===== src/rtl/kbd_matrix_ctrl.sv =====
// ---------------------------------------------------------------------------
// kbd_matrix_ctrl
//
// Single-clock owner of the PET keyboard matrix cache. The cache holds
// NUM_ROWS rows of 8 active-low key bits (0 = key down).
//   - The Pi bridge writes whole rows over a level req / pulse ack handshake.
//   - The CPU selects a row by writing PIA1 port A.
//   - The CPU reads port B and gets a registered snapshot of the selected row.
//   - A clear sweep releases every row, one row per clock.
//
// Optional feature (compile-time macro KBD_AUTO_RELEASE_EN):
//   When defined, an idle counter starts a clear sweep after RELEASE_TIMEOUT
//   clocks without an accepted Pi write. This releases stuck keys if the Pi
//   link dies. When undefined, no counter exists and the matrix holds
//   indefinitely.
//
// Ports:
//   clk           in   system clock
//   reset_n       in   asynchronous active-low reset
//   pi_wr_req     in   Pi write request (level, held until pi_wr_ack)
//   pi_wr_row     in   [3:0] target row, stable while pi_wr_req is high
//   pi_wr_data    in   [7:0] row data, stable while pi_wr_req is high
//   pi_wr_ack     out  one-cycle pulse, write accepted
//   clear_req     in   one-cycle pulse, start a clear sweep
//   cpu_row_wr    in   one-cycle pulse, CPU wrote PIA1 port A
//   cpu_row_data  in   [3:0] row select, sampled with cpu_row_wr
//   cpu_rd_req    in   level, CPU is reading PIA1 port B
//   kbd_data_out  out  [7:0] snapshot of the selected row
//   kbd_enable    out  intercept the port-B read
//   key_active    out  at least one row has a key down
//   busy          out  clear sweep in progress
// ---------------------------------------------------------------------------
module kbd_matrix_ctrl #(
  parameter int          NUM_ROWS        = 10,
  parameter logic [23:0] RELEASE_TIMEOUT = 24'd3_000_000
) (
  input  logic       clk,
  input  logic       reset_n,
  input  logic       pi_wr_req,
  input  logic [3:0] pi_wr_row,
  input  logic [7:0] pi_wr_data,
  output logic       pi_wr_ack,
  input  logic       clear_req,
  input  logic       cpu_row_wr,
  input  logic [3:0] cpu_row_data,
  input  logic       cpu_rd_req,
  output logic [7:0] kbd_data_out,
  output logic       kbd_enable,
  output logic       key_active,
  output logic       busy
);

  // Elaboration-time sanity check on the configuration.
  if (NUM_ROWS < 1 || NUM_ROWS > 16 || RELEASE_TIMEOUT == 24'd0) begin : g_param_check
    $error("kbd_matrix_ctrl: NUM_ROWS must be 1..16 and RELEASE_TIMEOUT nonzero");
  end

  localparam logic [4:0] NUM_ROWS_L = 5'(NUM_ROWS);
  localparam logic [3:0] LAST_IDX   = 4'(NUM_ROWS - 1);

  typedef enum logic {
    S_IDLE  = 1'b0,
    S_CLEAR = 1'b1
  } state_e;

  state_e      state_q, state_d;

  // Storage is always 16 entries so any 4-bit row index is legal; entries at
  // or above NUM_ROWS are never written and stay 8'hFF (trimmed as constants).
  logic [7:0]  rows_q [16];
  logic [7:0]  rows_d [16];
  logic [15:0] pressed_q, pressed_d;

  logic [3:0]  cur_row_q, cur_row_d;
  logic [3:0]  idx_q, idx_d;
  logic        rd_req_prev_q;
  logic        rd_hit_q, rd_hit_d;
  logic        ack_q, ack_d;
  logic [7:0]  kbd_data_q, kbd_data_d;

  logic        rd_start;
  logic        pi_row_ok;
  logic        cpu_row_ok;
  logic [7:0]  snapshot;
  logic        timeout_hit;

`ifdef KBD_AUTO_RELEASE_EN
  logic [23:0] rel_cnt_q, rel_cnt_d;

  // Idle watchdog: any accepted Pi write or explicit clear restarts it; it
  // only advances while idle, so a running sweep never retriggers itself.
  always_comb begin
    rel_cnt_d   = rel_cnt_q;
    timeout_hit = 1'b0;
    if (ack_q || clear_req) begin
      rel_cnt_d = 24'd0;
    end else if (state_q == S_IDLE) begin
      if (rel_cnt_q == RELEASE_TIMEOUT - 24'd1) begin
        timeout_hit = 1'b1;
        rel_cnt_d   = 24'd0;
      end else begin
        rel_cnt_d = rel_cnt_q + 24'd1;
      end
    end
  end

  always_ff @(posedge clk or negedge reset_n) begin
    if (!reset_n) begin
      rel_cnt_q <= 24'd0;
    end else begin
      rel_cnt_q <= rel_cnt_d;
    end
  end
`else
  assign timeout_hit = 1'b0;
`endif

  assign rd_start   = cpu_rd_req & ~rd_req_prev_q;
  assign pi_row_ok  = ({1'b0, pi_wr_row} < NUM_ROWS_L);
  assign cpu_row_ok = ({1'b0, cur_row_q} < NUM_ROWS_L);

  // Next-state logic for the whole block.
  always_comb begin
    state_d    = state_q;
    rows_d     = rows_q;
    pressed_d  = pressed_q;
    cur_row_d  = cur_row_q;
    idx_d      = idx_q;
    rd_hit_d   = rd_hit_q;
    ack_d      = 1'b0;
    kbd_data_d = kbd_data_q;
    snapshot   = 8'hFF;

    // Row select is captured in every state, including during a sweep.
    if (cpu_row_wr) begin
      cur_row_d = cpu_row_data;
    end

    // The snapshot uses cur_row_q, so a same-edge row write does not affect
    // this read. A sweep in progress forces a released (all-ones) row.
    if (rd_start) begin
      if (state_q == S_IDLE && cpu_row_ok) begin
        snapshot = rows_q[cur_row_q];
      end
      kbd_data_d = snapshot;
      rd_hit_d   = (snapshot != 8'hFF);
    end else if (!cpu_rd_req) begin
      rd_hit_d = 1'b0;
    end

    case (state_q)
      S_IDLE: begin
        // A starting CPU read wins the cycle; the Pi write slips one clock.
        // Checking ack_q enforces at least one idle cycle between acks.
        if (pi_wr_req && !ack_q && !rd_start) begin
          ack_d = 1'b1;
          if (pi_row_ok) begin
            rows_d[pi_wr_row]    = pi_wr_data;
            pressed_d[pi_wr_row] = (pi_wr_data != 8'hFF);
          end
        end
        if (clear_req || timeout_hit) begin
          state_d = S_CLEAR;
          idx_d   = 4'd0;
        end
      end
      S_CLEAR: begin
        // One row per clock; clear_req is ignored here so a sweep never
        // restarts.
        rows_d[idx_q]    = 8'hFF;
        pressed_d[idx_q] = 1'b0;
        idx_d            = idx_q + 4'd1;
        if (idx_q == LAST_IDX) begin
          state_d = S_IDLE;
        end
      end
      default: begin
        state_d = S_IDLE;
      end
    endcase
  end

  // State register.
  always_ff @(posedge clk or negedge reset_n) begin
    if (!reset_n) begin
      state_q       <= S_IDLE;
      pressed_q     <= 16'd0;
      cur_row_q     <= 4'd0;
      idx_q         <= 4'd0;
      rd_req_prev_q <= 1'b0;
      rd_hit_q      <= 1'b0;
      ack_q         <= 1'b0;
      kbd_data_q    <= 8'hFF;
      for (int i = 0; i < 16; i++) begin
        rows_q[i] <= 8'hFF;
      end
    end else begin
      state_q       <= state_d;
      pressed_q     <= pressed_d;
      cur_row_q     <= cur_row_d;
      idx_q         <= idx_d;
      rd_req_prev_q <= cpu_rd_req;
      rd_hit_q      <= rd_hit_d;
      ack_q         <= ack_d;
      kbd_data_q    <= kbd_data_d;
      for (int i = 0; i < 16; i++) begin
        rows_q[i] <= rows_d[i];
      end
    end
  end

  assign pi_wr_ack    = ack_q;
  assign kbd_data_out = kbd_data_q;
  assign busy         = (state_q == S_CLEAR);
  // Enable falls combinationally with cpu_rd_req, without waiting a clock.
  assign kbd_enable   = cpu_rd_req & rd_hit_q & ~busy;
  assign key_active   = |pressed_q;

endmodule


===== config.mk =====
export PLATFORM = sky130hd
export DESIGN_NAME = kbd_matrix_ctrl
export DESIGN_NICKNAME = d
export VERILOG_FILES = /design/src/rtl/kbd_matrix_ctrl.sv
export SDC_FILE = /design/constraint.sdc
export NUM_CORES = 1
export LEC_CHECK = 0
export CAP_MARGIN = 20
export CORE_ASPECT_RATIO = 1.1
export CORE_MARGIN = 5
export CORE_UTILIZATION = 55
export DETAILED_ROUTE_END_ITERATION = 7
export PLACE_DENSITY = 0.73
export SLEW_MARGIN = 20
export SYNTH_ARGS = -nofsm -noshare
export SYNTH_HDL_FRONTEND = slang
export SYNTH_SLANG_ARGS = --single-unit

===== constraint.sdc =====
create_clock -name clk -period 2.5 [get_ports clk]
set_input_delay 0.25 -clock clk [delete_from_list [all_inputs] [get_ports clk]]
set_output_delay 0.25 -clock clk [all_outputs]
set_load 0.005 [all_outputs]

==> impl_metrics.csv <==
group,metric,value,unit
run_status,outcome,"finished clean",
power,seq_power_share,38.2,%
drt,drc,0,
clock_network,cts_hold_buf,1,
clock_network,cts_resized,0,
global_routing,grtUsageTotal,25.9,%
placed_design,place_area,6090,um2
synthesis,synth_ff_type,"dfstp_2",
final_layout,area_growth,21.9,%
global_routing,grt-ovfl-total,0,
job,drv_cap,0,
worst_hold_path,holdCritPathClass,"primary input to flop",
drt,drt_iter0_drc,301,
clock_network,cts_max_level,4,
synthesis,synth_nets,516,
drt,dr_total_vias,4260,
synthesis,synth.most_common_cell,"dfstp_2",
global_routing,grt_antenna_before_repair,0,
clock_network,cts.path.max_buffers,2,
timing,period_minus_slack,2.30,ns
die,rows,38,
die,start_util,56.0,%
power,ir_worst_vdd,487,uV
drt,wl_per_cell,21.7,um
synthesis,synthTopCellsByArea,"dfstp_2, dfrtp_1, a2bb2oi_1",
synthesis,yosysSeqAreaShare,54.7,%
power,p_switching,0.00209,W
synthesis,synth.largest_area_cell,"dfstp_2",
drt,ant_nets,0,
timing,relSlewSlack,31.8,%
timing,setup_viol,0,
die,die_x,105,um
power,p_per_area,1030,nW/um2
synthesis,synthTopCellsByCount,"dfstp_2, a2bb2oi_1, nor2_1",
final_layout,finalNetCount,567,
clock_network,cts_tree,"yes",
synthesis,synth.ff_latch_count,116,
placed_design,place.gp.congestion,0.847,
global_routing,grt_first_pass_wirelength,24.1,mm
clock_network,cts_buffers,17,
critical_path,arrival,2.05,ns
drt,vias_per_cell,6.32,
clock_network,insertion_delay,0.53,ns
timing,fmax,436,MHz
power,p_clk_share,36.7,%
final_layout,multi_input_area,2330,um2
die,die_y,115,um
final_layout,post_route_cells_drive_above_1_share,29.2,%
power,p_int,0.00480,W
synthesis,synth_edf_count,0,
synthesis,yosysWarnings,0,
timing,tightestPinTransition,1.01,ns
critical_path,criticalPathCategory,"flop to output port",
timing,finalMaxSlewViolations,0,
critical_path,endpoint_kind,"output port",
die,io-pin-count,34,
drt,firstDrtPassIters,5,
synthesis,synth_area,5510,um2
final_layout,design_area,6720,um2
global_routing,first_global_vias,4371,
synthesis,async_reset_ff_share,100,%
die,core-area,9840,um2
timing,tns,0,ns
synthesis,synth_top_area_share,42.0,%
timing,period_share,91.8,%
drt,wl,14.7,mm
synthesis,synthCells,490,
timing,worst_clock_skew,0.00608,ns
placed_design,port_buffers,33,
power,p_leak,2.73,nW
critical_path,required,2.25,ns
timing,hold_ws,0.251,ns
power,p_sw_share,30.3,%
clock_network,cts.sinks,116,
timing,finalHoldViolations,0,
critical_path,crit_fanout,14,
clock_network,path_clk_slew,0.06,ns
synthesis,synth.distinct_cells,52,
timing,rsz0062_at_grt,"false",
power,power.share.combinational,25.1,%
final_layout,antenna_cells,0,
global_routing,grt_start_max_net_pins,63,
final_layout,n_fill_cell,709,
final_layout,postLayoutCoreUtil,68.3,%
critical_path,start_kind,"flop",
clock_network,clock-root-buffer,"clkbuf_8",
clock_network,post-cts-setup-buffers,0,
placed_design,dp_hpwl,9.81,mm
synthesis,synth_area_per_cell,11.2,um2
final_layout,final-seq-area,3010,um2
die,die_area,12100,um2
-- logic make-up after synthesis --
group	after synthesis	synth area share, %
AO/OA/AOI/OAI	157	21.1
flip-flops	116	54.7
adder cells (fa/ha/maj)	4	0.908
AND/OR/NAND/NOR	129	11.8
XOR/XNOR	2	0.318
buffers and inverters	38	3.09
multiplexers	44	8.08
-- final timing paths --
| path | startpoint | end | slack, ns | depth (start not counted) |
|---|---|---|---|---|
| worst max-delay path | busy | kbd_enable | 0.20 | 4 |
| worst min-delay path | cpu_rd_req | rd_req_prev_q | 0.25 | 1 |
| worst max register to register | pi_wr_ack | rows_q[91] | 0.39 | 5 |
| worst min register to register | pressed_q[13] | pressed_q[13] | 0.49 | 1 |
| max in group asynchronous | reset_n | rows_q[101] | 1.33 | 3 |
| min in group asynchronous | reset_n | pi_wr_ack | 0.36 | 2 |
-- stage by stage --
stage	std cells	worst slack [ns]	power, W
after CTS	674	0.203	0.00689
after floorplan	490	0.642	0.00368
final	674	0.205	0.00689
after global routing	674	0.108	0.00719
after global placement	641	0.222	0.00427
after detailed placement	641	0.121	0.00432
-- placed cells by master (no fill, tap or decap), types with 5 or more instances in the layout --
cell type	Yosys	final
dfstp_2	88	88
a2bb2oi_1	48	48
nor2_1	45	45
a21oi_1	42	42
mux2i_1	40	40
clkdlybuf4s50_1	0	32
nand2_1	30	30
dfrtp_1	28	27
buf_4	3	23
clkbuf_16	0	17
a22oi_1	16	16
o21ai_0	15	15
o2bb2ai_1	12	12
inv_1	11	11
and2_1	10	10
o22a_1	8	8
nand4_1	5	5
and3_1	5	5
nand2b_1	5	5
nand3_1	5	5
clkbuf_8	0	5
-- cell type report --
cell class / instances / share of cell area (%)
Clock inverter: 8 / 1.79
Tap cell: 120 / 2.23
Timing Repair Buffer: 59 / 8.38
Clock buffer: 24 / 7.47
Sequential cell: 116 / 44.9
Inverter: 11 / 0.615
Multi-Input combinational cell: 336 / 34.7
-- power groups by stage --
| stage | Combinational, W | Sequential (W) | Clock, W |
|---|---|---|---|
| after floorplan | 0.00116 | 0.00252 | 0 |
| after global placement | 0.00165 | 0.00262 | 0 |
| after detailed placement | 0.00169 | 0.00263 | 0 |
| after CTS | 0.00172 | 0.00262 | 0.00255 |
| after global routing | 0.00188 | 0.00266 | 0.00265 |
| final | 0.00173 | 0.00263 | 0.00253 |
-- sequential cells by signal (all words and copies together) (netlist names) --
name	flops
rows_q	80
pressed_q	16
kbd_data_out	8
cur_row_q	4
idx_q	4
busy	1
pi_wr_ack	1
rd_hit_q	1
rd_req_prev_q	1
-- worst max-delay path, cell delays in order (launching register included) --
cell             delay (ns)
dfrtp_1                0.63
buf_4                  0.25
inv_1                  0.07
and3_1                 0.14
clkdlybuf4s50_1        0.44
-- per-layer routing --
layer  vias up  track usage, %  wire (um)
li1       1919               -          -
met1      2154            33.7       6320
met2       159            42.0       7160
met3        28            6.12        833
met4         0            10.4        338
met5         -               0          0
Note: power is estimated with default switching activity, not from simulation.
